## src/rtl/uart_pkg.sv

```systemverilog
// uart_pkg: shared state encoding, parity modes and bit-timing helper
// for the extended UART receiver (parity state needs UART_RX_PARITY_EN).
package uart_pkg;

    typedef enum logic [2:0] {
        IDLE,
        START,
        DATA,
`ifdef UART_RX_PARITY_EN
        PARITY,
`endif
        STOP,
        BREAK_WAIT
    } state_e;

    localparam int PAR_NONE = 0;
    localparam int PAR_ODD  = 1;
    localparam int PAR_EVEN = 2;

    function automatic int clks_per_bit(input int clk_freq, input int baud);
        return clk_freq / baud;
    endfunction

endpackage

```

## src/rtl/uart_bit_sampler.sv

```systemverilog
// uart_bit_sampler: 2-FF line synchroniser, per-bit counter and
// 3-sample majority vote around the bit centre.
module uart_bit_sampler #(
    parameter int CPB = 20
) (
    input  logic clk,
    input  logic rst,
    input  logic line_i,
    input  logic start_i,
    input  logic run_i,
    output logic line_o,
    output logic fall_edge_o,
    output logic bit_value_o,
    output logic bit_strobe_o,
    output logic bit_end_o
);
    localparam int H  = CPB / 2;
    localparam int CW = $clog2(CPB);
    localparam logic [CW-1:0] C_S0   = CW'(H - 1);
    localparam logic [CW-1:0] C_S1   = CW'(H);
    localparam logic [CW-1:0] C_DEC  = CW'(H + 1);
    localparam logic [CW-1:0] C_LAST = CW'(CPB - 1);

    logic [1:0]    sync_q, sync_d;
    logic          prev_q;
    logic [CW-1:0] cnt_q, cnt_d;
    logic [1:0]    smp_q, smp_d;

    assign line_o      = sync_q[1];
    assign fall_edge_o = prev_q & ~sync_q[1];

    always_comb begin
        sync_d = {sync_q[0], line_i};
        smp_d  = smp_q;
        // Count 0 is the edge-detect cycle itself, so a new frame starts at 1.
        if (start_i)
            cnt_d = CW'(1);
        else if (run_i)
            cnt_d = (cnt_q == C_LAST) ? '0 : cnt_q + 1'b1;
        else
            cnt_d = '0;
        if (cnt_q == C_S0) smp_d[0] = sync_q[1];
        if (cnt_q == C_S1) smp_d[1] = sync_q[1];
    end

    always_comb begin
        bit_strobe_o = run_i && (cnt_q == C_DEC);
        bit_end_o    = run_i && (cnt_q == C_LAST);
        bit_value_o  = (smp_q[0] & smp_q[1])
                     | (smp_q[0] & sync_q[1])
                     | (smp_q[1] & sync_q[1]);
    end

    always_ff @(posedge clk) begin
        if (rst) begin
            sync_q <= 2'b11;
            prev_q <= 1'b1;
            cnt_q  <= '0;
            smp_q  <= '0;
        end else begin
            sync_q <= sync_d;
            prev_q <= sync_q[1];
            cnt_q  <= cnt_d;
            smp_q  <= smp_d;
        end
    end

endmodule

```

## src/rtl/uart_rx_ext.sv

```systemverilog
// uart_rx_ext: parametrised UART receiver with break detect and a
// valid/ready output; parity is compiled in only with UART_RX_PARITY_EN.
module uart_rx_ext
    import uart_pkg::*;
#(
    parameter int CLK_FREQ  = 50_000_000,
    parameter int BAUD      = 2_500_000,
    parameter int DATA_BITS = 8,
    parameter int PARITY    = 0,
    parameter int STOP_BITS = 1
) (
    input  logic                 clk,
    input  logic                 rst,
    input  logic                 in_data,
    output logic [DATA_BITS-1:0] out_data,
    output logic                 out_valid,
    input  logic                 out_ready,
    output logic                 parity_err,
    output logic                 frame_err,
    output logic                 overrun,
    output logic                 break_det
);
    localparam int CPB = clks_per_bit(CLK_FREQ, BAUD);
    localparam logic [3:0] LAST_D = 4'(DATA_BITS - 1);
    localparam logic [3:0] LAST_S = 4'(STOP_BITS - 1);

    if (CPB < 4 || DATA_BITS < 5 || DATA_BITS > 9 ||
        STOP_BITS < 1 || STOP_BITS > 2 ||
        (PARITY != PAR_NONE && PARITY != PAR_ODD && PARITY != PAR_EVEN))
    begin : g_bad_cfg
        $error("uart_rx_ext: unsupported configuration");
    end

    state_e state_q, state_d;
    logic   line, fall_edge, bit_value, bit_strobe, bit_end;
    logic   run, start, stop_dec, brk_hit, done;

    logic [3:0]           idx_q, idx_d;
    logic [DATA_BITS-1:0] shift_q, shift_d, data_q, data_d;
    logic                 zero_q, zero_d, ferr_q, ferr_d;
    logic                 valid_q, valid_d, fflag_q, fflag_d;
    logic                 ovr_q, ovr_d, brk_q, brk_d;

`ifdef UART_RX_PARITY_EN
    localparam int PAR = PARITY;
    logic perr_q, perr_d, pflag_q, pflag_d, exp_par;
    assign exp_par    = (PAR == PAR_ODD) ? ~^shift_q : ^shift_q;
    assign parity_err = pflag_q;
`else
    assign parity_err = 1'b0;
`endif

    uart_bit_sampler #(.CPB(CPB)) u_sampler (
        .clk          (clk),
        .rst          (rst),
        .line_i       (in_data),
        .start_i      (start),
        .run_i        (run),
        .line_o       (line),
        .fall_edge_o  (fall_edge),
        .bit_value_o  (bit_value),
        .bit_strobe_o (bit_strobe),
        .bit_end_o    (bit_end)
    );

    always_ff @(posedge clk) begin
        if (rst) state_q <= IDLE;
        else     state_q <= state_d;
    end

    always_comb begin
        state_d = state_q;
        unique case (state_q)
            IDLE:       if (fall_edge) state_d = START;
            START:      if (bit_strobe && bit_value) state_d = IDLE;
                        else if (bit_end) state_d = DATA;
`ifdef UART_RX_PARITY_EN
            DATA:       if (bit_end && idx_q == LAST_D)
                            state_d = (PAR != PAR_NONE) ? uart_pkg::PARITY : STOP;
            uart_pkg::PARITY:
                        if (bit_end) state_d = STOP;
`else
            DATA:       if (bit_end && idx_q == LAST_D) state_d = STOP;
`endif
            STOP:       if (brk_hit) state_d = BREAK_WAIT;
                        else if (done) state_d = IDLE;
            BREAK_WAIT: if (line) state_d = IDLE;
            default:    state_d = IDLE;
        endcase
    end

    always_comb begin
        run      = (state_q != IDLE) && (state_q != BREAK_WAIT);
        start    = (state_q == IDLE) && fall_edge;
        stop_dec = (state_q == STOP) && bit_strobe;
        brk_hit  = stop_dec && (idx_q == 4'd0) && zero_q && !bit_value;
        done     = stop_dec && !brk_hit && (idx_q == LAST_S);
    end

    always_comb begin
        idx_d   = idx_q;
        shift_d = shift_q;
        zero_d  = zero_q;
        ferr_d  = ferr_q;
        data_d  = data_q;
        valid_d = valid_q;
        fflag_d = fflag_q;
        ovr_d   = 1'b0;
        brk_d   = brk_hit;
`ifdef UART_RX_PARITY_EN
        perr_d  = perr_q;
        pflag_d = pflag_q;
`endif
        if (state_d != state_q) idx_d = '0;
        else if (bit_end)       idx_d = idx_q + 4'd1;
        if (start) begin
            zero_d = 1'b1;
            ferr_d = 1'b0;
`ifdef UART_RX_PARITY_EN
            perr_d = 1'b0;
`endif
        end
        if (bit_strobe && state_q == DATA) begin
            shift_d = {bit_value, shift_q[DATA_BITS-1:1]};
            if (bit_value) zero_d = 1'b0;
        end
`ifdef UART_RX_PARITY_EN
        if (bit_strobe && state_q == uart_pkg::PARITY) begin
            if (bit_value) zero_d = 1'b0;
            if (bit_value != exp_par) perr_d = 1'b1;
        end
`endif
        if (stop_dec && !bit_value) ferr_d = 1'b1;
        if (valid_q && out_ready) valid_d = 1'b0;
        // A held, unaccepted word wins; the new one is dropped.
        if (done) begin
            if (!valid_q || out_ready) begin
                data_d  = shift_q;
                valid_d = 1'b1;
                fflag_d = ferr_q | ~bit_value;
`ifdef UART_RX_PARITY_EN
                pflag_d = perr_q;
`endif
            end else begin
                ovr_d = 1'b1;
            end
        end
    end

    always_ff @(posedge clk) begin
        if (rst) begin
            idx_q   <= '0;
            shift_q <= '0;
            zero_q  <= 1'b0;
            ferr_q  <= 1'b0;
            data_q  <= '0;
            valid_q <= 1'b0;
            fflag_q <= 1'b0;
            ovr_q   <= 1'b0;
            brk_q   <= 1'b0;
`ifdef UART_RX_PARITY_EN
            perr_q  <= 1'b0;
            pflag_q <= 1'b0;
`endif
        end else begin
            idx_q   <= idx_d;
            shift_q <= shift_d;
            zero_q  <= zero_d;
            ferr_q  <= ferr_d;
            data_q  <= data_d;
            valid_q <= valid_d;
            fflag_q <= fflag_d;
            ovr_q   <= ovr_d;
            brk_q   <= brk_d;
`ifdef UART_RX_PARITY_EN
            perr_q  <= perr_d;
            pflag_q <= pflag_d;
`endif
        end
    end

    assign out_data  = data_q;
    assign out_valid = valid_q;
    assign frame_err = fflag_q;
    assign overrun   = ovr_q;
    assign break_det = brk_q;

endmodule

```

## config.mk

```make
export PLATFORM = sky130hd
export DESIGN_NAME = uart_rx_ext
export DESIGN_NICKNAME = d
export VERILOG_FILES = /design/src/rtl/uart_pkg.sv /design/src/rtl/uart_bit_sampler.sv /design/src/rtl/uart_rx_ext.sv
export SDC_FILE = /design/constraint.sdc
export NUM_CORES = 1
export LEC_CHECK = 0
export CELL_PAD_IN_SITES_DETAIL_PLACEMENT = 0
export CELL_PAD_IN_SITES_GLOBAL_PLACEMENT = 1
export CORE_MARGIN = 2
export CORE_UTILIZATION = 25
export CTS_BUF_LIST = sky130_fd_sc_hd__clkbuf_16
export CTS_CLUSTER_SIZE = 20
export DETAILED_ROUTE_END_ITERATION = 7
export PLACE_DENSITY = 0.5
export SLEW_MARGIN = 20
export SYNTH_ARGS = -nofsm -noshare
export SYNTH_HDL_FRONTEND = slang
export SYNTH_SLANG_ARGS = --single-unit
```

## constraint.sdc

```tcl
create_clock -name clk -period 1.8 [get_ports clk]
set_input_delay 0.27 -clock clk [delete_from_list [all_inputs] [get_ports clk]]
set_output_delay 0.27 -clock clk [all_outputs]
set_load 0.005 [all_outputs]
```

---- After elaboration in Yosys (flattened, before gate mapping) ----
Index checks and enable logic that the tools add are counted.
storage, ports and cells
  register bits ........................... 39
  input bits .............................. 4
  output and inout port bits .............. 13
  word-level logic and storage cells ...... 87
cells by class
  add/sub/neg operators ................... 2
  equality and inequality tests ........... 11
  multiplexer cells ....................... 20
  bitwise gates (word level) .............. 11
  reductions and logical operators ........ 27
operators by type and width
  kind                   number
  $mux W3                7
  $eq A5 B4 Y1 const B   3
  $logic_and A1 B1 Y1    15
  $pmux W3 S5            1
  $mux W1                12
  $eq A3 B2 Y1 const B   2
  $add A5 B1 Y5 const B  1
  $eq A5 B5 Y1 const B   1
  $add A4 B1 Y4 const B  1
  $and A1 B1 Y1          4
  $eq A4 B3 Y1 const B   1
  $logic_not A4 Y1       1
  $not A1 Y1             4
  $reduce_or A2 Y1       2
  $reduce_or A4 Y1       1
  $eq A3 B1 Y1 const B   1
  $eq A3 B3 Y1 const B   1
  $logic_not A1 Y1       3
  $logic_not A3 Y1       1
  $ne A3 B3 Y1           1
  $ne A3 B3 Y1 const B   1
  $or A1 B1 Y1           3
  $reduce_bool A3 Y1     1
  $reduce_and A2 Y1      1
  other kinds (2)        2

---- Depth between registers and ports, before layout ----
Gate-level depths: netlist (run 1).
  depth after elaboration ................. 15
  mapped depth ............................ 7
  gate-level depth less buffers ........... 6

---- Modules after synthesis ----
Synthesis (run 1) repeated with hierarchy kept, for this count alone.
unflattened totals
  cells, all modules ...................... 172
  area total of the unflattened synthesis .. 1692.9 µm²
by module, submodules not included
  module            instances  cells each  area an instance (µm²)
  uart_rx_ext       1          127         1242.4
  uart_bit_sampler  1          45          450.4

---- Worst setup path after synthesis (run 1) ----
Ideal clock, no wire load.
  path type ............................... reg-to-reg
  from .................................... register u_sampler.cnt_q[0]
  to ...................................... register state_q[2]
  arrival ................................. 1.511 ns
  required time ........................... 1.714 ns
  slack ................................... 0.202 ns
  stages on the path, launching flop included .. 7
  path buffers ............................ 1
  clock period less this slack ............ 1.598 ns
  cell sequence ........................... dfxtp_1 -> ha_1 -> and4bb_1 -> buf_2 -> nand3_1 -> or3_1 -> a221oi_2
between the ends
  longest elaborated chain between the ends .. 12
  elaborated cells on any way between the ends .. 19
  those cells by class .................... 2 x eq/ne; 6 x mux; 11 x reduce/logical
ends and longest elaborated chain
  item                               RTL line                source
  from (decl)                        uart_bit_sampler.sv:26  logic [CW-1:0] cnt_q, cnt_d;
  from (signal assigned)             uart_bit_sampler.sv:63  cnt_q <= cnt_d;
  $eq A5 B4 Y1                       uart_bit_sampler.sv:47  bit_strobe_o = run_i && (cnt_q == C_DEC);
  $logic_and A1 B1 Y1                uart_bit_sampler.sv:47
  $logic_and A1 B1 Y1                uart_rx_ext.sv:95       stop_dec = (state_q == STOP) && bit_strobe;
  $logic_and A1 B1 Y1 (3 in series)  uart_rx_ext.sv:96       brk_hit = stop_dec && (idx_q == 4'd0) && zero_q && !bit_value;
  $logic_not A1 Y1                   uart_rx_ext.sv:97       done = stop_dec && !brk_hit && (idx_q == LAST_S);
  $logic_and A1 B1 Y1 (2 in series)  uart_rx_ext.sv:97
  $mux W3                            uart_rx_ext.sv:86       else if (done) state_d = IDLE;
  $mux W3                            uart_rx_ext.sv:85       STOP: if (brk_hit) state_d = BREAK_WAIT;
  $pmux W3 S5 *                      uart_rx_ext.sv:73       unique case (state_q)
  to (signal assigned)               uart_rx_ext.sv:68       else state_q <= state_d;
  to (decl)                          uart_rx_ext.sv:34       state_e state_q, state_d;
Every way passes the cells marked *; elsewhere a longest branch is shown, timed or not.
A chain may end at the register's enable or synchronous reset.

---- Worst setup path after layout (run 1) ----
  from .................................... register u_sampler.cnt_q[0]
  to ...................................... register idx_q[0]
between the ends
  longest elaborated chain between the ends .. 14
  elaborated cells on any way between the ends .. 21
  those cells by class .................... 3 x eq/ne; 6 x mux; 12 x reduce/logical
ends and longest elaborated chain
  item                               RTL line                source
  $eq A5 B4 Y1                       uart_bit_sampler.sv:47
  $logic_and A1 B1 Y1                uart_bit_sampler.sv:47
  $logic_and A1 B1 Y1                uart_rx_ext.sv:95
  $logic_and A1 B1 Y1 (3 in series)  uart_rx_ext.sv:96
  $logic_not A1 Y1                   uart_rx_ext.sv:97
  $logic_and A1 B1 Y1 (2 in series)  uart_rx_ext.sv:97
  $mux W3                            uart_rx_ext.sv:86
  $mux W3                            uart_rx_ext.sv:85
  $pmux W3 S5                        uart_rx_ext.sv:73
  $ne A3 B3 Y1                       uart_rx_ext.sv:114      if (state_d != state_q) idx_d = '0;
  $reduce_or A2 Y1 (no source line)  n/a
  to (signal assigned)               uart_rx_ext.sv:166      idx_q <= idx_d;
  to (decl)                          uart_rx_ext.sv:38       logic [3:0] idx_q, idx_d;
Parallel ways exist; a longest one is shown, timed or not.

==> impl_results.md, run 1 <==
- TritonCTS Buffers: 5
- Number of setup violations in the final report: 0
- Register area share after synthesis: between 40% and 50%
- Filler instances: 725
- Initial drt markers: 29
- Worst IR drop on VDD: 0.4523 mV
- Clock Latency Late Sink: 0.28 ns
- Tightest Pin Transition: 0.5822 ns
- Synthesized cell area: between 0.0015 and 0.002 mm^2
- RD Place Congestion: 0.7286
- Worst setup EP type: register
- CORE AREA: 0.006756 mm^2
- Post-DR vias/cell: 4.782
- Crit path kind: register to register
- Worst Path Required: 1.98 ns
- Total Power: 1.815 mW
- Clock slew at reported path FFs: 0.06 ns
- Setup_tns: 0 ns
- Die area: 0.007661 mm^2
- RSZ-0062 raised after global routing: no
- Antenna cells: 0
- DR pass1 iterations: 4
- #FFs+latches synth: 39
- CTS Sinks: 39
- Rows: 30
- Post-route insts no fill: 298
- Sequential share of power: 48.2%
- Setup crit start kind: register
- Post-Route WL: 4079 um
- WP data arrival: 1.85 ns
- Status: finished, final reports clean
- Synth area leader: dfxtp_1
- Max Clock Freq: 599.2 MHz
- # hold bufs at CTS: 0
- PortBufs: 15
- Pwr/cell area: 838.4 mW/mm^2
- CTS tree: built
- Comb pwr share: 3.6%
- Detail Route Antenna Nets: 0
- Share of cells above drive strength 1: between 15 and 20%
- Hold Violations, Final: 0
- Number of synthesized flops with an enable pin: 0
- Setup WS pre-CTS: around 0.08 ns
- # H-tree levels: 2
- Final worst slack: 0.1311 ns
- Global-route wire length before repair: 6589 um
- Via count: ~1,400
- Layout overhead on the synthesized area: 24.10%
- Top FF cell, synth: dfxtp_1
- GRT Total Usage: 11.03%
- NetSw: 405.3 uW
- Setup Skew: 0.005529 ns
- Synth cell types: 45
- Overflow after GRT: 0
- Most frequent cells in the layout: 38 x dfxtp_1, 24 x nand3_1, 23 x a21oi_1
- Starting Density: 25.81%
- Syn_area_per_cell: 8.899 um^2
- CTS root buf: clkbuf_16
- Synth top area cells: dfxtp_1 45%, nand3_1 6.9%, a21oi_1 6.6%
- Worst relative slew slack: ~60%
- Post-synth ARST share: 0%
- Fin Hold WS: 0.4098 ns
- Vias in the first global route: 1,387
- Final min period: 1.669 ns
- Chip Width: 87.53 um
- YS warnings: 0
- Seq. cell area: just under 800 um^2
- Final HPWL DP: 2808 um
- Period utilization: 92.72%
- Hold Crit Class: register to register
- Cell internal pwr: 1.410 mW
- Largest net degree at the start of global routing: 33
- Commonest non-fill, non-tap cell in the layout: dfxtp_1
- Multi-input gate area: between 800 and 900 um^2
- Syn Inst Count: 196
- Synth top area share: 44.76%
- # nets final: 226
- Avg WL per Cell: ~14 um
- IO Count: 17
- P_leak: 0.7428 nW
- Die height: 87.53 um
- Max clock buf depth: 2
- Initial antenna violation count: 0
- Clock share of power: 48.2%
- Switching Fraction: 22.33%
- Max cap viols: 0
- Max Fanout on Critical Path: 8
- DRC Markers: 0
- Cells after DPL: 289
- Synth Net Count: between 200 and 250
- Fin. max-slew vios: 0
==> through the flow <==
| step | utilization, % | cell area, um^2 |
|---|---|---|
| 3_3_place_gp | 29.74 | 2009 |
| 4_1_cts | 31.89 | 2155 |
| 2_1_floorplan | - | 1744 |
| 5_1_grt | 32.04 | 2165 |
| 3_5_place_dp | 29.74 | 2009 |
| 6_report | 32.04 | 2165 |
==> flip-flops by register name (all words and copies together), names as in the netlist, 2 cells and up <==
register / cells
out_data: 8
shift_q: 8
u_sampler.cnt_q: 5
idx_q: 4
state_q: 3
u_sampler.smp_q: 2
u_sampler.sync_q: 2
==> worst paths after layout <==
check | from | endpoint | slack (ns) | cells after the start
setup / recovery | u_sampler.cnt_q[0]$_SDFF_PP0_ | idx_q[0]$_SDFFE_PP0P_ | 0.13 | 5
hold / removal | u_sampler.sync_q[0]$_SDFF_PP1_ | u_sampler.sync_q[1]$_SDFF_PP1_ | 0.41 | 1
setup reg to reg | u_sampler.cnt_q[0]$_SDFF_PP0_ | idx_q[0]$_SDFFE_PP0P_ | 0.13 | 5
hold reg to reg | u_sampler.sync_q[0]$_SDFF_PP1_ | u_sampler.sync_q[1]$_SDFF_PP1_ | 0.41 | 1
==> routing by layer <==
metal | wire, um | global-route usage, % | vias to the layer above
met2 | 1800 | 17.22 | 20
met4 | 71 | 4.615 | 0
li1 | - | - | 731
met5 | 0 | 0 | -
met1 | 2115 | 14.79 | 668
met3 | 92 | 2.275 | 6
==> power by group through the flow <==
stage	Combinational, mW	Clock (mW)	Sequential, mW
after floorplan	0.0397	0	0.892
after global placement	0.0639	0	0.895
after detailed placement	0.0627	0	0.895
after CTS	0.0634	0.905	0.875
after global routing	0.0708	0.929	0.876
final	0.0644	0.875	0.875
==> area by class of cell <==
type                       count  share of cell area (%)
timing repair buffer          27                   11.68
sequential                    39                   36.13
inverter                       7                   1.214
clock inverter                 3                  0.9249
tap                           80                   4.624
clock buffer                   5                   5.780
multi-input combinational    137                   39.65
==> kinds of logic after synthesis <==
| kind of cell | Yosys count | synth area share, % |
|---|---|---|
| AO/OA/AOI/OAI | 49 | 17.07 |
| buffers and inverters | 20 | 6.098 |
| AND/OR/NAND/NOR | 73 | 23.46 |
| other | 1 | 0.2150 |
| flip-flops | 39 | 44.76 |
| multiplexers | 2 | 1.148 |
| XOR/XNOR | 6 | 3.013 |
| adder cells (fa/ha/maj) | 6 | 4.232 |
==> cells in the mapped netlist, types with 2 or more instances <==
| master | n |
|---|---|
| mux2i_1 | 2 |
| or3_1 | 3 |
| and2_2 | 2 |
| buf_2 | 4 |
| dfxtp_1 | 39 |
| or2_2 | 3 |
| nor2_1 | 13 |
| a31oi_1 | 3 |
| xor2_1 | 3 |
| clkbuf_1 | 5 |
| ha_1 | 5 |
| nor3_1 | 3 |
| inv_1 | 7 |
| xnor2_1 | 3 |
| buf_6 | 3 |
| a211oi_1 | 4 |
| o21ai_0 | 10 |
| nand2b_1 | 2 |
| a21oi_1 | 23 |
| nand2_1 | 10 |
| nand3_1 | 24 |
| nor4_1 | 2 |
==> critical path, stage by stage (launching register included) <==
cell,delay [ns]
dfxtp_1,0.31
ha_1,0.24
and4bb_4,0.25
and3_4,0.19
a311o_1,0.32
a211oi_1,0.27
==> repair_timing <==
item	4_1_cts	5_1_grt
setup endpoints to repair	0	22
setup buffers	0	1
resized for setup	0	3
endpoints found under the hold margin	0	0
(Power assumes the default switching activity.)
==> run 2: changes to the inputs <==
--- a/config.mk
+++ b/config.mk
@@ -5,6 +5,7 @@
 export SDC_FILE = /design/constraint.sdc
 export NUM_CORES = 1
 export LEC_CHECK = 0
+export ABC_AREA = 1
 export CELL_PAD_IN_SITES_DETAIL_PLACEMENT = 0
 export CELL_PAD_IN_SITES_GLOBAL_PLACEMENT = 1
 export CORE_MARGIN = 2
@@ -12,7 +13,7 @@
 export CTS_BUF_LIST = sky130_fd_sc_hd__clkbuf_16
 export CTS_CLUSTER_SIZE = 20
 export DETAILED_ROUTE_END_ITERATION = 7
-export PLACE_DENSITY = 0.5
+export PLACE_DENSITY = 0.51
 export SLEW_MARGIN = 20
 export SYNTH_ARGS = -nofsm -noshare
 export SYNTH_HDL_FRONTEND = slang
==> impl_results.md, run 2 <==
- GRT Total Usage: 10.39% (-0.63 points)
- Largest net degree at the start of global routing: 19 (-42%)
- Register area share after synthesis: 45.51% (+0.75 points)
- Status: finished, final reports clean
- Final HPWL DP: 2577 um (-8.2%)
- DRC Markers: 0 (unchanged)
- Synth cell types: 32 (-29%)
- PortBufs: 15 (unchanged)
- Multiplexer area fraction after synthesis: 0% (-1.1 points)
- Post-synth top cells: 39 x dfxtp_1, 34 x nor2_1, 32 x inv_1
- Synth Area in Adders: 3.647% (-0.59 points)
- Layout overhead on the synthesized area: 27.64%
- Total Power: 1.782 mW (-1.8%)
- Overflow after GRT: 0 (unchanged)
- Die area: 0.007540 mm^2 (-1.6%)
- Cells after DPL: 318 (+10%)
- DR pass1 iterations: 4 (unchanged)
- Number of synthesized flops with an enable pin: 0 (unchanged)
- Vias in the first global route: 1,328 (-4.3%)
- Max clock buf depth: 2 (unchanged)
- Worst IR drop on VDD: 0.4010 mV (-11%)
- Final worst slack: 0.1393 ns (+0.008220 ns)
- Initial drt markers: 30 (+3.4%)
- Post-Route WL: 3581 um (-12%)
- Clock slew at reported path FFs: 0.06 ns (about the same)
- #FFs+latches synth: 39 (unchanged)
- IO Count: 17 (unchanged)
- Crit path kind: register to register
- Hold wc startpoint: u_sampler.sync_q[0]$_SDFF_PP1_
- TritonCTS Buffers: 5 (unchanged)
- Compound-gate portion of the synthesized area: 13.27% (-3.8 points)
- Fin Hold WS: 0.4213 ns (+0.01158 ns)
- Most frequent cells in the layout: 39 x dfxtp_1, 34 x nor2_1, 33 x inv_1
- Chip Width: 86.84 um (-0.79%)
- Worst setup EP type: register
- RSZ-0062 raised after global routing: yes
- Via count: 1,407 (-1.3%)
- # H-tree levels: 2 (unchanged)
- P_leak: 0.8627 nW (+16%)
- Post-DR vias/cell: 4.238 (-11%)
- Post-synth ARST share: 0% (unchanged)
- Clock Latency Late Sink: 0.28 ns (about the same)
- CTS tree: built
- Syn Inst Count: 219 (+12%)
- Initial antenna violation count: 0 (unchanged)
- Most frequent cell after synthesis: dfxtp_1
- Share of cells above drive strength 1: 16.27% (-0.70 points)
- Fin. max-slew vios: 0 (unchanged)
- Setup WS pre-CTS: 0.08656 ns (+0.005760 ns)
- Syn_area_per_cell: 7.833 um^2 (-12%)
- Reg2reg start: u_sampler.cnt_q[0]$_SDFF_PP0_
- Final min period: 1.661 ns (-0.008220 ns)
- Die height: 86.84 um (-0.79%)
- Synth area leader: dfxtp_1
- Avg WL per Cell: 10.79 um (-21%)
- Setup crit start kind: register
- Max cap viols: 0 (unchanged)
- Post-route insts no fill: 332 (+11%)
- Synth top area share: 45.51% (+0.75 points)
- Starting Density: 25.53% (-0.28 points)
- Post-synthesis xor/xnor area fraction: 2.042% (-0.97 points)
- # hold bufs at CTS: 0 (unchanged)
- Crit path launch: u_sampler.cnt_q[0]$_SDFF_PP0_
- Worst Path Required: 1.96 ns (-0.02 ns)
- Detail Route Antenna Nets: 0 (unchanged)
- Max Clock Freq: 602.2 MHz (+0.49%)
- RD Place Congestion: 0.7177 (-1.5%)
- Setup_tns: 0 ns (unchanged)
- Antenna cells: 0 (unchanged)
- Rows: 30 (unchanged)
- WP data arrival: 1.82 ns (-0.03 ns)
- YS warnings: 0 (unchanged)
- Hold Crit Class: register to register
- Number of setup violations in the final report: 0 (unchanged)
- Hold Violations, Final: 0 (unchanged)
- Synthesized cell area: 0.001715 mm^2 (-1.6%)
- Synth Net Count: 228 (+11%)
- # nets final: 260 (+15%)
- CTS root buf: clkbuf_16
- Commonest non-fill, non-tap cell in the layout: dfxtp_1
- Setup Skew: 0.007779 ns (+0.002250 ns)
- Max Fanout on Critical Path: 17 (+9)
- Combinational family with the most area after synthesis: simple AND/OR/NAND/NOR gates
- CTS Sinks: 39 (unchanged)
- Global-route wire length before repair: 6113 um (-7.2%)
- Period utilization: 92.26% (-0.46 points)
- Fraction of the mapped netlist area in simple logic gates: 25.67% (+2.2 points)
- Pwr/cell area: 813.9 mW/mm^2 (-2.9%)
- Synth top area cells: dfxtp_1 46%, nor2_1 7.4%, inv_1 7.0%
- Top FF cell, synth: dfxtp_1
- CORE AREA: 0.006719 mm^2 (-0.56%)
==> run 2: cell types whose count changed in the layout (fill, tap and decap cells not counted), sizes merged, moves of 3 or more <==
cell,before,now
nor2,13,38
a21oi,23,18
o21ai,10,20
nand2,10,25
and4bb,3,0
or3,3,0
nand3,24,14
buf,12,15
a211oi,4,0
inv,7,37
==> run 2: metrics by stage <==
| step | util, % | area (um^2) |
|---|---|---|
| floorplan | - | 1715 |
| global placement | 29.81 | 2003 |
| detailed placement | 29.81 | 2003 |
| CTS | 31.92 | 2145 |
| global route | 32.59 | 2190 |
| finish | 32.59 | 2190 |
==> run 2: per-layer routing <==
metal	part of all wire, %	GRT usage [%]	up-vias	wire length [um]
met5	0	0	-	0
met4	1.0	3.835	0	36
met3	3.1	3.333	2	110
met2	44	16.03	16	1577
met1	52	13.54	633	1856
li1	-	-	756	-
==> run 2: kinds of logic after synthesis <==
| kind of cell | after synthesis |
|---|---|
| DFF | 39 |
| AOI/OAI and AO/OA | 42 |
| buffers and inverters | 41 |
| and+or+nand+nor | 87 |
| other | 1 |
| xor gates and xnor gates | 4 |
| adders and majority gates | 5 |
==> run 2: path summary, 6_finish.rpt <==
path / endpoint / slack [ns] / cells after the start
max: out_data[5]$_SDFFE_PP0P_ / 0.14 / 8
max reg2reg: out_data[5]$_SDFFE_PP0P_ / 0.14 / 8
min: u_sampler.sync_q[1]$_SDFF_PP1_ / 0.42 / 1
min reg2reg: u_sampler.sync_q[1]$_SDFF_PP1_ / 0.42 / 1
==> run 2: critical path, cell delays in order (launching register included) <==
cell     delay, ns
dfxtp_1       0.37
ha_1          0.20
inv_2         0.05
nor2_4        0.09
nand3_4       0.11
nor3_4        0.20
nand3_4       0.21
o21ai_0       0.25
a21oi_1       0.06
==> run 2: repair_timing <==
item	CTS	global route
setup buffers	0	6
endpoints found under the setup margin	0	10
resized for setup	0	1
endpoints found under the hold margin	0	0
==> run 2: area by class of cell <==
class	instances	area, um^2
flip-flops and latches	39	780.7
clock buffers	5	125.1
fillers	725	4529
repair buffers	30	262.8
well taps	80	100.1
clock inverters	3	16.27
inverters	36	135.1
multi-input cells	139	769.5
==> run 2: where the power goes <==
group | switching, mW | total [mW] | internal [mW]
Sequential | 0.00537 | 0.875 | 0.870
Clock | 0.338 | 0.843 | 0.505
Combinational | 0.0372 | 0.0641 | 0.0269
